## src/rtl/asrm_mem_bus.sv

```systemverilog
// Memory interconnect: base/mask decode to NSLAVE regions, per-region wait states,
// registered read data, one-cycle ready pulse and sticky bus error for unmapped accesses.
module asrm_mem_bus #(
    parameter int WORD_SIZE = 16,
    parameter int ADDR_SIZE = 16,
    parameter int NSLAVE    = 4,
    parameter logic [NSLAVE*ADDR_SIZE-1:0] SLAVE_BASE = '0,
    parameter logic [NSLAVE*ADDR_SIZE-1:0] SLAVE_MASK = '0,
    parameter logic [NSLAVE*4-1:0]         SLAVE_WAIT = '0
) (
    input  logic                        clk,
    input  logic                        reset,
    input  logic                        cpu_req,
    input  logic [ADDR_SIZE-1:0]        cpu_addr,
    input  logic [WORD_SIZE-1:0]        cpu_wdata,
    input  logic                        cpu_write_en,
    output logic [WORD_SIZE-1:0]        cpu_rdata,
    output logic                        cpu_ready,
    output logic                        bus_error,
    input  logic                        err_clear,
    output logic [NSLAVE-1:0]           slv_enable,
    output logic [ADDR_SIZE-1:0]        slv_addr,
    output logic [WORD_SIZE-1:0]        slv_wdata,
    output logic                        slv_write_en,
    input  logic [NSLAVE*WORD_SIZE-1:0] slv_rdata
);

    typedef enum logic [1:0] {S_IDLE, S_ACCESS, S_LATCH, S_DONE} state_t;

    state_t               state_q, state_d;
    logic [ADDR_SIZE-1:0] addr_q, addr_d;
    logic [WORD_SIZE-1:0] wdata_q, wdata_d;
    logic                 we_q, we_d;
    logic [3:0]           idx_q, idx_d;
    logic [3:0]           wait_q, wait_d;
    logic                 first_q, first_d;
    logic [WORD_SIZE-1:0] rdata_q, rdata_d;
    logic                 err_q, err_d;

    logic                 hit;
    logic [3:0]           hit_idx;
    logic [3:0]           hit_wait;
    logic [ADDR_SIZE-1:0] sel_mask;
    logic [WORD_SIZE-1:0] sel_rdata;
    logic                 active;

    // Scan from the top so the lowest matching region is the one that sticks.
    always_comb begin
        hit     = 1'b0;
        hit_idx = '0;
        for (int i = NSLAVE - 1; i >= 0; i--) begin
            if ((cpu_addr & SLAVE_MASK[i*ADDR_SIZE +: ADDR_SIZE]) == SLAVE_BASE[i*ADDR_SIZE +: ADDR_SIZE]) begin
                hit     = 1'b1;
                hit_idx = 4'(i);
            end
        end
    end

    always_comb begin
        hit_wait  = '0;
        sel_mask  = '0;
        sel_rdata = '0;
        for (int i = 0; i < NSLAVE; i++) begin
            if (hit_idx == 4'(i)) hit_wait = SLAVE_WAIT[i*4 +: 4];
            if (idx_q == 4'(i)) begin
                sel_mask  = SLAVE_MASK[i*ADDR_SIZE +: ADDR_SIZE];
                sel_rdata = slv_rdata[i*WORD_SIZE +: WORD_SIZE];
            end
        end
    end

    always_comb begin
        state_d = state_q;
        addr_d  = addr_q;
        wdata_d = wdata_q;
        we_d    = we_q;
        idx_d   = idx_q;
        wait_d  = wait_q;
        first_d = first_q;
        rdata_d = rdata_q;
        err_d   = err_clear ? 1'b0 : err_q;
        unique case (state_q)
            S_IDLE: begin
                if (cpu_req) begin
                    addr_d  = cpu_addr;
                    wdata_d = cpu_wdata;
                    we_d    = cpu_write_en;
                    idx_d   = hit_idx;
                    wait_d  = hit ? hit_wait : 4'd0;
                    first_d = 1'b1;
                    if (hit) begin
                        state_d = S_ACCESS;
                    end else begin
                        state_d = S_DONE;
                        rdata_d = '0;
                        err_d   = 1'b1;
                    end
                end
            end
            S_ACCESS: begin
                first_d = 1'b0;
                if (wait_q == 4'd0) state_d = S_LATCH;
                else                wait_d  = wait_q - 4'd1;
            end
            S_LATCH: begin
                rdata_d = sel_rdata;
                state_d = S_DONE;
            end
            S_DONE: state_d = S_IDLE;
            default: state_d = S_IDLE;
        endcase
    end

    always_ff @(posedge clk or posedge reset) begin
        if (reset) begin
            state_q <= S_IDLE;
            addr_q  <= '0;
            wdata_q <= '0;
            we_q    <= 1'b0;
            idx_q   <= '0;
            wait_q  <= '0;
            first_q <= 1'b0;
            rdata_q <= '0;
            err_q   <= 1'b0;
        end else begin
            state_q <= state_d;
            addr_q  <= addr_d;
            wdata_q <= wdata_d;
            we_q    <= we_d;
            idx_q   <= idx_d;
            wait_q  <= wait_d;
            first_q <= first_d;
            rdata_q <= rdata_d;
            err_q   <= err_d;
        end
    end

    // Slave side is decoded from registered state only, so reset silences it at once.
    assign active = (state_q == S_ACCESS) || (state_q == S_LATCH);

    always_comb begin
        for (int i = 0; i < NSLAVE; i++) begin
            slv_enable[i] = active && (idx_q == 4'(i));
        end
    end

    assign slv_addr     = active ? (addr_q & ~sel_mask) : '0;
    assign slv_wdata    = active ? wdata_q : '0;
    assign slv_write_en = (state_q == S_ACCESS) && first_q && we_q;
    assign cpu_ready    = (state_q == S_DONE);
    assign cpu_rdata    = rdata_q;
    assign bus_error    = err_q;

endmodule

```

## config.mk

```make
export PLATFORM = sky130hd
export DESIGN_NAME = asrm_mem_bus
export DESIGN_NICKNAME = d
export VERILOG_FILES = /design/src/rtl/asrm_mem_bus.sv
export SDC_FILE = /design/constraint.sdc
export NUM_CORES = 1
export LEC_CHECK = 0
export ABC_AREA = 1
export BUFFER_PORTS_ARGS = -buffer_cell sky130_fd_sc_hd__buf_2
export CAP_MARGIN = 20
export CELL_PAD_IN_SITES_DETAIL_PLACEMENT = 1
export CELL_PAD_IN_SITES_GLOBAL_PLACEMENT = 1
export CORE_AREA = 2 2 94 96
export CTS_CLUSTER_DIAMETER = 200
export CTS_CLUSTER_SIZE = 28
export DETAILED_ROUTE_END_ITERATION = 6
export DIE_AREA = 0 0 96 98
export GPL_TIMING_DRIVEN = 1
export HOLD_SLACK_MARGIN = 0.03
export PLACE_DENSITY_LB_ADDON = 0.1
export SYNTH_ARGS = -nofsm -noshare
export SYNTH_HDL_FRONTEND = slang
export SYNTH_SLANG_ARGS = --single-unit
```

## constraint.sdc

```tcl
create_clock -name clk -period 2.4 [get_ports clk]
set_input_delay 0.36 -clock clk [delete_from_list [all_inputs] [get_ports clk]]
set_output_delay 0.36 -clock clk [all_outputs]
set_load 0.005 [all_outputs]
```

; After elaboration in Yosys (flattened, before gate mapping)
; Cells that the tools add are included.
[word_totals]
latch_bits = 0
in_bits = 101
mem_count = 0
elab_cells = 34
regBits = 56
output_inout_bits = 55
romBits = 0
mem_bits_rw = 0
[op_classes]
multipliers = 0
magnitude_cmp = 0
n_bitwise = 0
shifts = 0
n_mux = 10
n_reduce_logical = 10
eq_ne = 6
n_div = 0
addsub = 1
[ops]
columns = cell, n
row1 = 16-bit two-way mux, 2
row2 = 4-bit two-way mux, 2
row3 = 2-bit one-hot mux with 4 select lines, 1
row4 = 4-bit one-hot mux with 2 select lines, 1
row5 = 2-bit != test (second input constant), 3
row6 = 2-bit AND reduction, 3
row7 = 2-bit == test (second input constant), 2
row8 = 4-bit logical NOT, 1
row9 = 2-bit two-way mux, 2
row10 = 4-bit by 1-bit subtractor with 4-bit output (second input constant), 1
row11 = 3-bit AND reduction, 1
row12 = 2-bit by 1-bit == test with 1-bit output (second input constant), 1
row13 = 1-bit logical AND, 2
row14 = 2-bit logical NOT, 1
row15 = 1-bit one-hot mux with 2 select lines, 1
row16 = 2-bit nonzero test, 1
row17 = 1-bit logical OR, 1
row18 = 1-bit two-way mux, 1

; Longest topological paths before layout
; Gate-level depths: netlist of the first run.
[depth]
depth_word = 3
ltp_mapped = 7
depth_no_buf = 7

; Least setup slack after synthesis of the first run
; Ideal clock, no wire load.
[synth_path]
path_kind = register to output
startpoint = register state_q[0]
endpoint = output slv_addr[10]
path_stages_with_launch = 7
setup_slack_ns = 0.830
required_ns = 2.040
t_arrival_ns = 1.210
path_buffers = 2
path_cell_list = dfrtp_1 -> inv_1 -> ha_1 -> clkbuf_1 -> buf_2 -> nand2_1 -> inv_1
[synth_between]
elab_chain_len = 3
elab_cells_between_ends = 4
classes_between = 2 x eq/ne / 1 x mux / 1 x reduce/logical
[synth_lines]
columns = element, line_no
row1 = start: declaration, 30  ; state_t state_q, state_d;
row2 = start signal: assignment, 126  ; state_q <= state_d;
row3 = 2-bit by 1-bit == test with 1-bit output / 2-bit == test (equally long branches), 139  ; assign active = (state_q == S_ACCESS) || (state_q == S_LATCH);
row4 = 1-bit logical OR (*), 139
row5 = via active, 45  ; logic active;
row6 = 16-bit two-way mux (*), 147  ; assign slv_addr = active ? (addr_q & ~sel_mask) : '0;
row7 = end: declaration, 22  ; output logic [ADDR_SIZE-1:0] slv_addr,
; The timed path passes the listed nets; every way through them passes the cells marked *.

; Final worst setup path of the first run
[layout_path]
startpoint = register state_q[0]
endpoint = output slv_addr[3]
[layout_between]
elab_chain_len = 3
elab_cells_between_ends = 4
classes_between = 2 x eq/ne / 1 x mux / 1 x reduce/logical
[layout_lines]
columns = element, line_no
row1 = 2-bit by 1-bit == test with 1-bit output / 2-bit == test (equally long branches), 139
row2 = 1-bit logical OR (*), 139
row3 = 16-bit two-way mux (*), 147
; Mark *: on every way between the ends. The rest lies on a longest branch, timed or not.

==> results of run 1 <==
==> cells by family after synthesis <==
group,count (synthesis)
buffers and inverters,60
multiplexers,16
flip-flops,56
other,1
adder cells (fa/ha/maj),7
AND/OR/NAND/NOR,159
AO/OA/AOI/OAI,7
==> report_power, final <==
group          total [mW]  leakage [nW]  internal (mW)  switching (mW)
Clock               0.666        0.0645          0.369           0.297
Combinational        2.07          1.30          0.906            1.16
Sequential           1.64         0.689           1.40           0.237
==> cells in the mapped netlist (2+ instances only) <==
cell type  count
nand2_1      146
dfrtp_1       56
inv_1         41
mux2_2        16
ha_1           7
buf_2          6
nand3_1        6
buf_4          5
buf_6          5
o21ai_0        4
nor2_1         3
nand2_2        2
o21ai_1        2
==> flip-flops by register name (all words and copies together), names as in the netlist <==
register / cells
first_q: 1
state_q: 2
wait_q: 4
wdata_q: 16
we_q: 1
addr_q: 16
cpu_rdata: 16
==> area by class of cell <==
| cell class | instances | share of cell area |
|---|---|---|
| Clock buffer | 7 | 0.0291 |
| Clock inverter | 1 | 0.00906 |
| Inverter | 43 | 0.0494 |
| Multi-Input combinational cell | 193 | 0.282 |
| Sequential cell | 56 | 0.423 |
| Tap cell | 108 | 0.0408 |
| Timing Repair Buffer | 106 | 0.167 |
==> critical path, stage by stage, from the launching register on <==
cell,delay (ns)
dfrtp_1,0.41
inv_1,0.10
ha_1,0.28
buf_4,0.33
nand2_1,0.10
inv_1,0.08
buf_2,0.11
==> worst paths after layout <==
path / start / endpoint / slack (ns) / depth (start not counted)
max: state_q[0] / slv_addr[3] / 0.31 / 6
min: reset / cpu_rdata[9] / 0.07 / 2
max reg2reg: state_q[0] / first_q / 0.71 / 6
min reg2reg: we_q / we_q / 0.48 / 2
max in group asynchronous: reset / addr_q[0] / 1.77 / 3
min in group clk: cpu_addr[12] / addr_q[12] / 0.24 / 3
==> metal layers <==
| layer | up-vias | wire [um] | track usage |
|---|---|---|---|
| met3 | 5 | 287 | 0.0270 |
| met4 | 0 | 78 | 0.0396 |
| met2 | 48 | 3000 | 0.237 |
| met5 | - | 0 | 0 |
| met1 | 1032 | 2800 | 0.178 |
| li1 | 1089 | - | - |
==> per-stage QoR <==
stage | power (mW) | instance area [um2]
finish | 4.37 | 3320
detailed placement | 3.81 | 3190
global route | 4.86 | 3320
global placement | 3.74 | 3190
CTS | 4.49 | 3320
floorplan | 3.04 | 2630
==> results.py, run 1 <==
metrics = {
    "setup_path": {
        "startpoint_type": "flop",
        "crit_type": "reg -> out",
        "arrival_ns": 1.73,
        "critical_path.max_fanout": 34,
        "end_kind": "output port",
        "worstPathRequired_ns": 2.04,
    },
    "finish": {
        "layoutNonFillerInstCount": 514,
        "drive_above_1_share": 0.337,
        "antenna_cells": 0,
        "nets": 513,
        "syn_to_final_growth_pct": 26.7,
        "seq_area_um2": 1400,
        "finish.utilization": 0.392,
        "multi_input_area_um2": 936,
        "final.fill_count": 1066,
        "final_common_cell": "nand2_1",
        "final_cell_mix": "nand2_1 (146), buf_2 (102), dfrtp_1 (56)",
    },
    "synthesis": {
        "synthAdderAreaFrac": 0.0335,
        "async_reset_ff_frac": 1.00,
        "yosysSeqAreaShare": 0.535,
        "yosys.area.top_type": "dfrtp_1",
        "ys_warn_count": 0,
        "synth-xor-area-share": 0,
        "synth_top_cell_area_share": 0.535,
        "syn-instance-count": 306,
        "synthesis.area_um2": 2620,
        "synth_compound_area_frac": 0.0148,
        "ys_types": 20,
        "synth_edf_count": 0,
        "yosys.area_share.simple": 0.235,
        "synth.mux.area_fraction": 0.0688,
        "ys_ff_latch": 56,
        "synth_flop_cell": "dfrtp_1",
        "syn_area_per_cell_um2": 8.55,
        "synth_top_family_by_area": "simple AND/OR/NAND/NOR gates",
        "yosys-top-cells-area": "dfrtp_1 (54%), nand2_1 (21%), mux2_2 (6.9%)",
    },
    "sta": {
        "fmax_mhz": 479,
        "finalWorstSetupSlack_ns": 0.312,
        "drv_slew": 0,
        "relSlewSlack": 0.661,
        "hold_viol_final": 0,
        "tightest_slew_ns": 0.508,
        "rsz0062_at_grt": "no",
        "fin_skew_ns": 0.00897,
        "finalSetupTns_ns": 0,
        "fin_crit_ns": 2.09,
        "fin_hold_ws_ns": 0.0731,
        "setup_viol": 0,
        "min_period_over_period": 0.870,
    },
    "routing": {
        "routed_wl_um": 6170,
        "vias_per_cell": 4.23,
        "vias": 2174,
        "routedWlPerCell_um": 12.0,
        "initialDrtViolationCount": 51,
        "ant_nets": 0,
        "drc": 0,
        "dr.pass1.iters": 4,
    },
    "place": {
        "dp_hpwl_um": 4370,
        "port_buffers": 102,
        "place_inst": 506,
        "gp_congestion": 0.701,
        "dp_slack_ns": 0.615,
    },
    "die": {
        "dieArea_um2": 9410,
        "io-pin-count": 156,
        "core_region_area_um2": 8470,
        "die_width_um": 96,
        "num_rows": 34,
        "start_util": 0.309,
        "fp.dieH_um": 98,
    },
    "power": {
        "cellLeakagePower_nw": 2.06,
        "p_per_area_nw_per_um2": 1320,
        "max-vdd-ir-drop_v": 0.000599,
    },
    "clock_tree": {
        "clk_path_buf_depth": 2,
        "insertion_delay_ns": 0.31,
        "cts.sinks": 56,
        "cts_tree": "done",
        "cts-hold-fix-buffers": 0,
        "cts_buffers": 5,
        "post_cts_buffers": 0,
        "htreeDepth": 2,
        "cts_root_buffer": "clkbuf_8",
        "ctsResizeCount": 0,
        "clkTransAtPathRegs_ns": 0.10,
    },
    "hold_path": {
        "hp-class": "in -> async",
    },
    "global_route": {
        "grt_remaining_overflow": 0,
        "grt_max_degree": 35,
        "grtUsageTotal": 0.139,
        "grt_pass1_wl_um": 10400,
        "grt_pass1_vias": 2208,
        "antenna_found_initial": 0,
    },
    "run_status": {
        "status": "finished clean",
    },
    "run": {
        "maxCapViolations": 0,
    },
}
(Power assumes the default switching activity.)
==> inputs of run 2 (changes only) <==
--- a/config.mk
+++ b/config.mk
@@ -6,7 +6,7 @@
 export NUM_CORES = 1
 export LEC_CHECK = 0
 export ABC_AREA = 1
-export BUFFER_PORTS_ARGS = -buffer_cell sky130_fd_sc_hd__buf_2
+export BUFFER_PORTS_ARGS = -buffer_cell sky130_fd_sc_hd__buf_4
 export CAP_MARGIN = 20
 export CELL_PAD_IN_SITES_DETAIL_PLACEMENT = 1
 export CELL_PAD_IN_SITES_GLOBAL_PLACEMENT = 1
==> results.py, run 2 (synthesized netlist as in run 1, its figures left out) <==
metrics = {
    "run_status": {
        "status": "finished clean",
    },
    "power": {
        "max-vdd-ir-drop_v": 0.000477,
        "p_comb_frac": 0.526,
        "p_switching_mw": 1.76,
        "cell_internal_pwr_mw": 2.83,
        "cellLeakagePower_nw": 2.11,
        "p_per_area_nw_per_um2": 1290,
        "seq_power_share": 0.357,
        "p_sw_frac": 0.383,
        "p_clk_frac": 0.117,
    },
    "routing": {
        "routedWlPerCell_um": 12.6,
        "drc": 0,
        "dr.pass1.iters": 4,
        "vias": 2210,
        "routed_wl_um": 6470,
        "ant_nets": 0,
        "vias_per_cell": 4.29,
        "initialDrtViolationCount": 50,
    },
    "place": {
        "dp_slack_ns": 0.624,
        "gp_congestion": 0.690,
        "port_buffers": 102,
        "dp_hpwl_um": 4760,
    },
    "finish": {
        "final_cell_mix": "nand2_1 (146), buf_4 (106), dfrtp_1 (56)",
        "nets": 514,
        "syn_to_final_growth_pct": 35.4,
        "drive_above_1_share": 0.339,
        "final_common_cell": "nand2_1",
        "antenna_cells": 0,
        "finish.utilization": 0.419,
    },
    "global_route": {
        "grt_pass1_vias": 2362,
        "grt_max_degree": 35,
        "grt_remaining_overflow": 0,
        "grtUsageTotal": 0.146,
        "grt_pass1_wl_um": 11000,
        "antenna_found_initial": 0,
    },
    "sta": {
        "fin_crit_ns": 2.01,
        "fin_hold_ws_ns": 0.0772,
        "finalWorstSetupSlack_ns": 0.387,
        "drv_slew": 0,
        "relSlewSlack": 0.654,
        "fmax_mhz": 497,
        "setup_viol": 0,
        "hold_viol_final": 0,
        "rsz0062_at_grt": "no",
        "tightest_slew_ns": 0.518,
        "min_period_over_period": 0.839,
        "fin_skew_ns": 0.00579,
        "finalSetupTns_ns": 0,
    },
    "die": {
        "fp.dieH_um": 98,
        "dieArea_um2": 9410,
        "die_width_um": 96,
        "num_rows": 34,
        "io-pin-count": 156,
        "core_region_area_um2": 8470,
        "start_util": 0.309,
    },
    "setup_path": {
        "crit_type": "reg -> out",
        "critical_path.max_fanout": 19,
        "startpoint_type": "flop",
        "arrival_ns": 1.65,
        "end_kind": "output port",
        "worstPathRequired_ns": 2.04,
    },
    "clock_tree": {
        "post_cts_buffers": 0,
        "ctsResizeCount": 0,
        "cts.sinks": 56,
        "cts_root_buffer": "clkbuf_8",
        "htreeDepth": 2,
        "cts_buffers": 5,
        "clkTransAtPathRegs_ns": 0.10,
        "cts-hold-fix-buffers": 0,
        "cts_tree": "done",
        "clk_path_buf_depth": 2,
        "insertion_delay_ns": 0.30,
    },
    "run": {
        "maxCapViolations": 0,
    },
    "hold_path": {
        "hp-class": "in -> async",
    },
}
[run 2: changes by cell type in the layout (fill, tap and decap cells not counted), sizes merged]
cell,change
clkinv,+2
bufinv,-1
buf,+1
clkbuf,-1
[run 2: path summary, 6_finish.rpt]
check                              from       endpoint  slack, ns  depth (start not counted)
min reg2reg                  wdata_q[2]     wdata_q[2]       0.49                          2
min in group clk           cpu_wdata[2]     wdata_q[2]       0.24                          3
min                               reset   cpu_rdata[9]       0.08                          2
max                          state_q[1]  slv_wdata[15]       0.39                          6
max reg2reg                  state_q[1]        first_q       0.66                          6
max in group asynchronous         reset     addr_q[12]       1.75                          3
[run 2: layout make-up]
type	count	area, um2
clock buffer	6	82.6
clock inverter	2	10.0
fill	1035	4920
inverter	43	164
multi-input combinational	193	936
sequential	56	1400
tap	108	135
timing repair buffer	107	816
[run 2: per-layer routing]
layer | vias to the layer above | track usage | wire [um]
met5 | - | 0 | 0
met4 | 0 | 0.0396 | 63
met3 | 5 | 0.0270 | 329
met2 | 48 | 0.254 | 3260
met1 | 1065 | 0.183 | 2820
li1 | 1092 | - | -
[run 2: power groups by stage]
| stage | combinational [mW] | sequential, mW | clock [mW] |
|---|---|---|---|
| after floorplan | 1.41 | 1.63 | 0 |
| after global placement | 2.42 | 1.65 | 0 |
| after detailed placement | 2.48 | 1.66 | 0 |
| after CTS | 2.49 | 1.65 | 0.577 |
| after global routing | 2.76 | 1.71 | 0.601 |
| final | 2.41 | 1.64 | 0.536 |
[run 2: critical path, stage by stage (launching register included)]
cell     delay, ns
dfrtp_1       0.41
inv_1         0.10
ha_1          0.32
buf_4         0.25
nand2_1       0.08
inv_1         0.08
buf_4         0.11
[run 2: stage by stage]
step	instance area [um2]	std cells	total power [mW]
detailed placement	3450	507	4.15
finish	3540	515	4.59
CTS	3540	515	4.71
global placement	3450	507	4.06
global route	3540	515	5.08
floorplan	2630	309	3.04
==> inputs of run 3 (changes only) <==
--- a/config.mk
+++ b/config.mk
@@ -10,11 +10,11 @@
 export CAP_MARGIN = 20
 export CELL_PAD_IN_SITES_DETAIL_PLACEMENT = 1
 export CELL_PAD_IN_SITES_GLOBAL_PLACEMENT = 1
-export CORE_AREA = 2 2 94 96
+export CORE_AREA = 2 2 97 99
 export CTS_CLUSTER_DIAMETER = 200
 export CTS_CLUSTER_SIZE = 28
 export DETAILED_ROUTE_END_ITERATION = 6
-export DIE_AREA = 0 0 96 98
+export DIE_AREA = 0 0 99 101
 export GPL_TIMING_DRIVEN = 1
 export HOLD_SLACK_MARGIN = 0.03
 export PLACE_DENSITY_LB_ADDON = 0.1
==> constraint.sdc (replaced) <==
create_clock -name clk -period 2.1 [get_ports clk]
set_input_delay 0.315 -clock clk [delete_from_list [all_inputs] [get_ports clk]]
set_output_delay 0.315 -clock clk [all_outputs]
set_load 0.005 [all_outputs]
==> results.py, run 3 (synthesized netlist as in run 1, its figures left out) <==
metrics = {
    "setup_path": {
        "cp_slowest_cell": "dfrtp_1",
        "crit_type": "reg -> out",
        "end_kind": "output port",
        "path_delay_family": "buffers and inverters",
        "critical_path.max_fanout": 18,
        "crit_chain": "inv_1 -> ha_1 -> buf_4 -> nand2_1 -> inv_1 -> buf_4",
        "arrival_ns": 1.65,
        "startpoint_type": "flop",
        "cpPeakStageDelay_ns": 0.42,
        "worstPathRequired_ns": 1.78,
        "cp.buffers_inverters": 4,
    },
    "die": {
        "num_rows": 35,
        "start_util": 0.292,
        "fp.dieH_um": 101,
        "dieArea_um2": 10000,
        "io-pin-count": 156,
        "die_width_um": 99,
        "core_region_area_um2": 8980,
    },
    "power": {
        "seq_power_share": 0.352,
        "p_comb_frac": 0.515,
        "p_switching_mw": 2.01,
        "p_per_area_nw_per_um2": 1490,
        "cell_internal_pwr_mw": 3.33,
        "max-vdd-ir-drop_v": 0.000460,
        "p_sw_frac": 0.376,
        "p_clk_frac": 0.132,
        "cellLeakagePower_nw": 2.12,
    },
    "sta": {
        "min_period_over_period": 0.935,
        "fin_skew_ns": 0.00597,
        "rsz0062_at_grt": "yes",
        "finalSetupTns_ns": 0,
        "fmax_mhz": 509,
        "drv_slew": 0,
        "hold_viol_final": 0,
        "fin_crit_ns": 1.96,
        "setup_viol": 0,
    },
    "clock_tree": {
        "cts-hold-fix-buffers": 0,
        "cts.sinks": 56,
        "cts_root_buffer": "clkbuf_8",
        "clk_path_buf_depth": 2,
        "clkTransAtPathRegs_ns": 0.10,
        "cts_tree": "done",
        "cts_buffers": 5,
        "ctsResizeCount": 0,
        "insertion_delay_ns": 0.31,
        "post_cts_buffers": 0,
        "htreeDepth": 2,
    },
    "finish": {
        "final_cell_mix": "nand2_1 (146), buf_4 (107), dfrtp_1 (56)",
        "syn_to_final_growth_pct": 36.6,
        "antenna_cells": 0,
        "drive_above_1_share": 0.341,
        "final_common_cell": "nand2_1",
        "nets": 515,
        "finish.utilization": 0.398,
    },
    "place": {
        "port_buffers": 102,
        "dp_hpwl_um": 4710,
        "gp_congestion": 0.705,
    },
    "routing": {
        "routed_wl_um": 6440,
        "drc": 0,
        "routedWlPerCell_um": 12.4,
        "vias_per_cell": 4.24,
        "initialDrtViolationCount": 42,
        "dr.pass1.iters": 4,
        "ant_nets": 0,
        "vias": 2200,
    },
    "global_route": {
        "grtUsageTotal": 0.133,
        "grt_pass1_wl_um": 10800,
        "antenna_found_initial": 0,
        "grt_pass1_vias": 2172,
        "grt_max_degree": 37,
        "grt_remaining_overflow": 0,
    },
    "run": {
        "maxCapViolations": 0,
    },
    "hold_path": {
        "hp-class": "in -> async",
    },
    "run_status": {
        "status": "finished clean",
    },
}
run 3: cell count changes in the layout (fill, tap and decap cells not counted):
cell / previous run / this run
clkinvlp_4: 0 / 1
buf_4: 106 / 107
bufinv_16: 0 / 1
clkinv_2: 2 / 1
clkbuf_8: 6 / 5
run 3: worst register-to-register path, stage by stage, from the launching register on:
cell and delay (ns):
dfrtp_1 0.43, inv_1 0.12, ha_1 0.24, nand2_2 0.12, inv_4 0.31, nand2_1 0.10, o21ai_0 0.09
run 3: layer usage:
metal | track usage | up-vias | wire, um
li1 | - | 1096 | -
met1 | 0.177 | 1048 | 2840
met2 | 0.226 | 52 | 3200
met3 | 0.0284 | 4 | 353
met4 | 0.0285 | 0 | 48
met5 | 0 | - | 0
run 3: stage by stage:
| step | power, mW | setup WS, ns | cells | cell area, um2 | hold slack [ns] |
|---|---|---|---|---|---|
| floorplan | 3.47 | 0.414 | 309 | 2630 | 0.425 |
| global placement | 4.66 | 0.505 | 511 | 3460 | 0.379 |
| detailed placement | 4.74 | 0.472 | 511 | 3460 | 0.381 |
| CTS | 5.48 | 0.104 | 519 | 3570 | 0.0310 |
| global route | 5.89 | -0.0439 | 519 | 3570 | 0.0389 |
| finish | 5.34 | 0.136 | 519 | 3570 | 0.0239 |
run 3: final cells by class:
cell class / count / area [um2]
clock buffer: 5 / 68.8
clock inverter: 3 / 42.5
fill: 1108 / 5400
inverter: 43 / 164
multi-input combinational: 193 / 936
sequential: 56 / 1400
tap: 111 / 139
timing repair buffer: 108 / 823
run 3: final timing paths:
kind                              from            end  slack [ns]  cells past startpoint
min in group clk           cpu_addr[6]      addr_q[6]        0.20                      3
max                         state_q[0]   slv_wdata[0]        0.14                      6
max reg2reg                 state_q[0]        first_q        0.60                      6
max in group asynchronous        reset      addr_q[8]        1.51                      3
min                              reset  cpu_rdata[12]        0.02                      2
min reg2reg                  addr_q[9]      addr_q[9]        0.49                      2
run 3: power groups by stage:
stage               Clock (mW)  Combinational (mW)  Sequential, mW
floorplan                    0                1.61            1.86
global placement             0                2.78            1.88
detailed placement           0                2.83            1.91
CTS                      0.755                2.84            1.88
global route             0.789                3.15            1.96
finish                   0.706                2.75            1.88
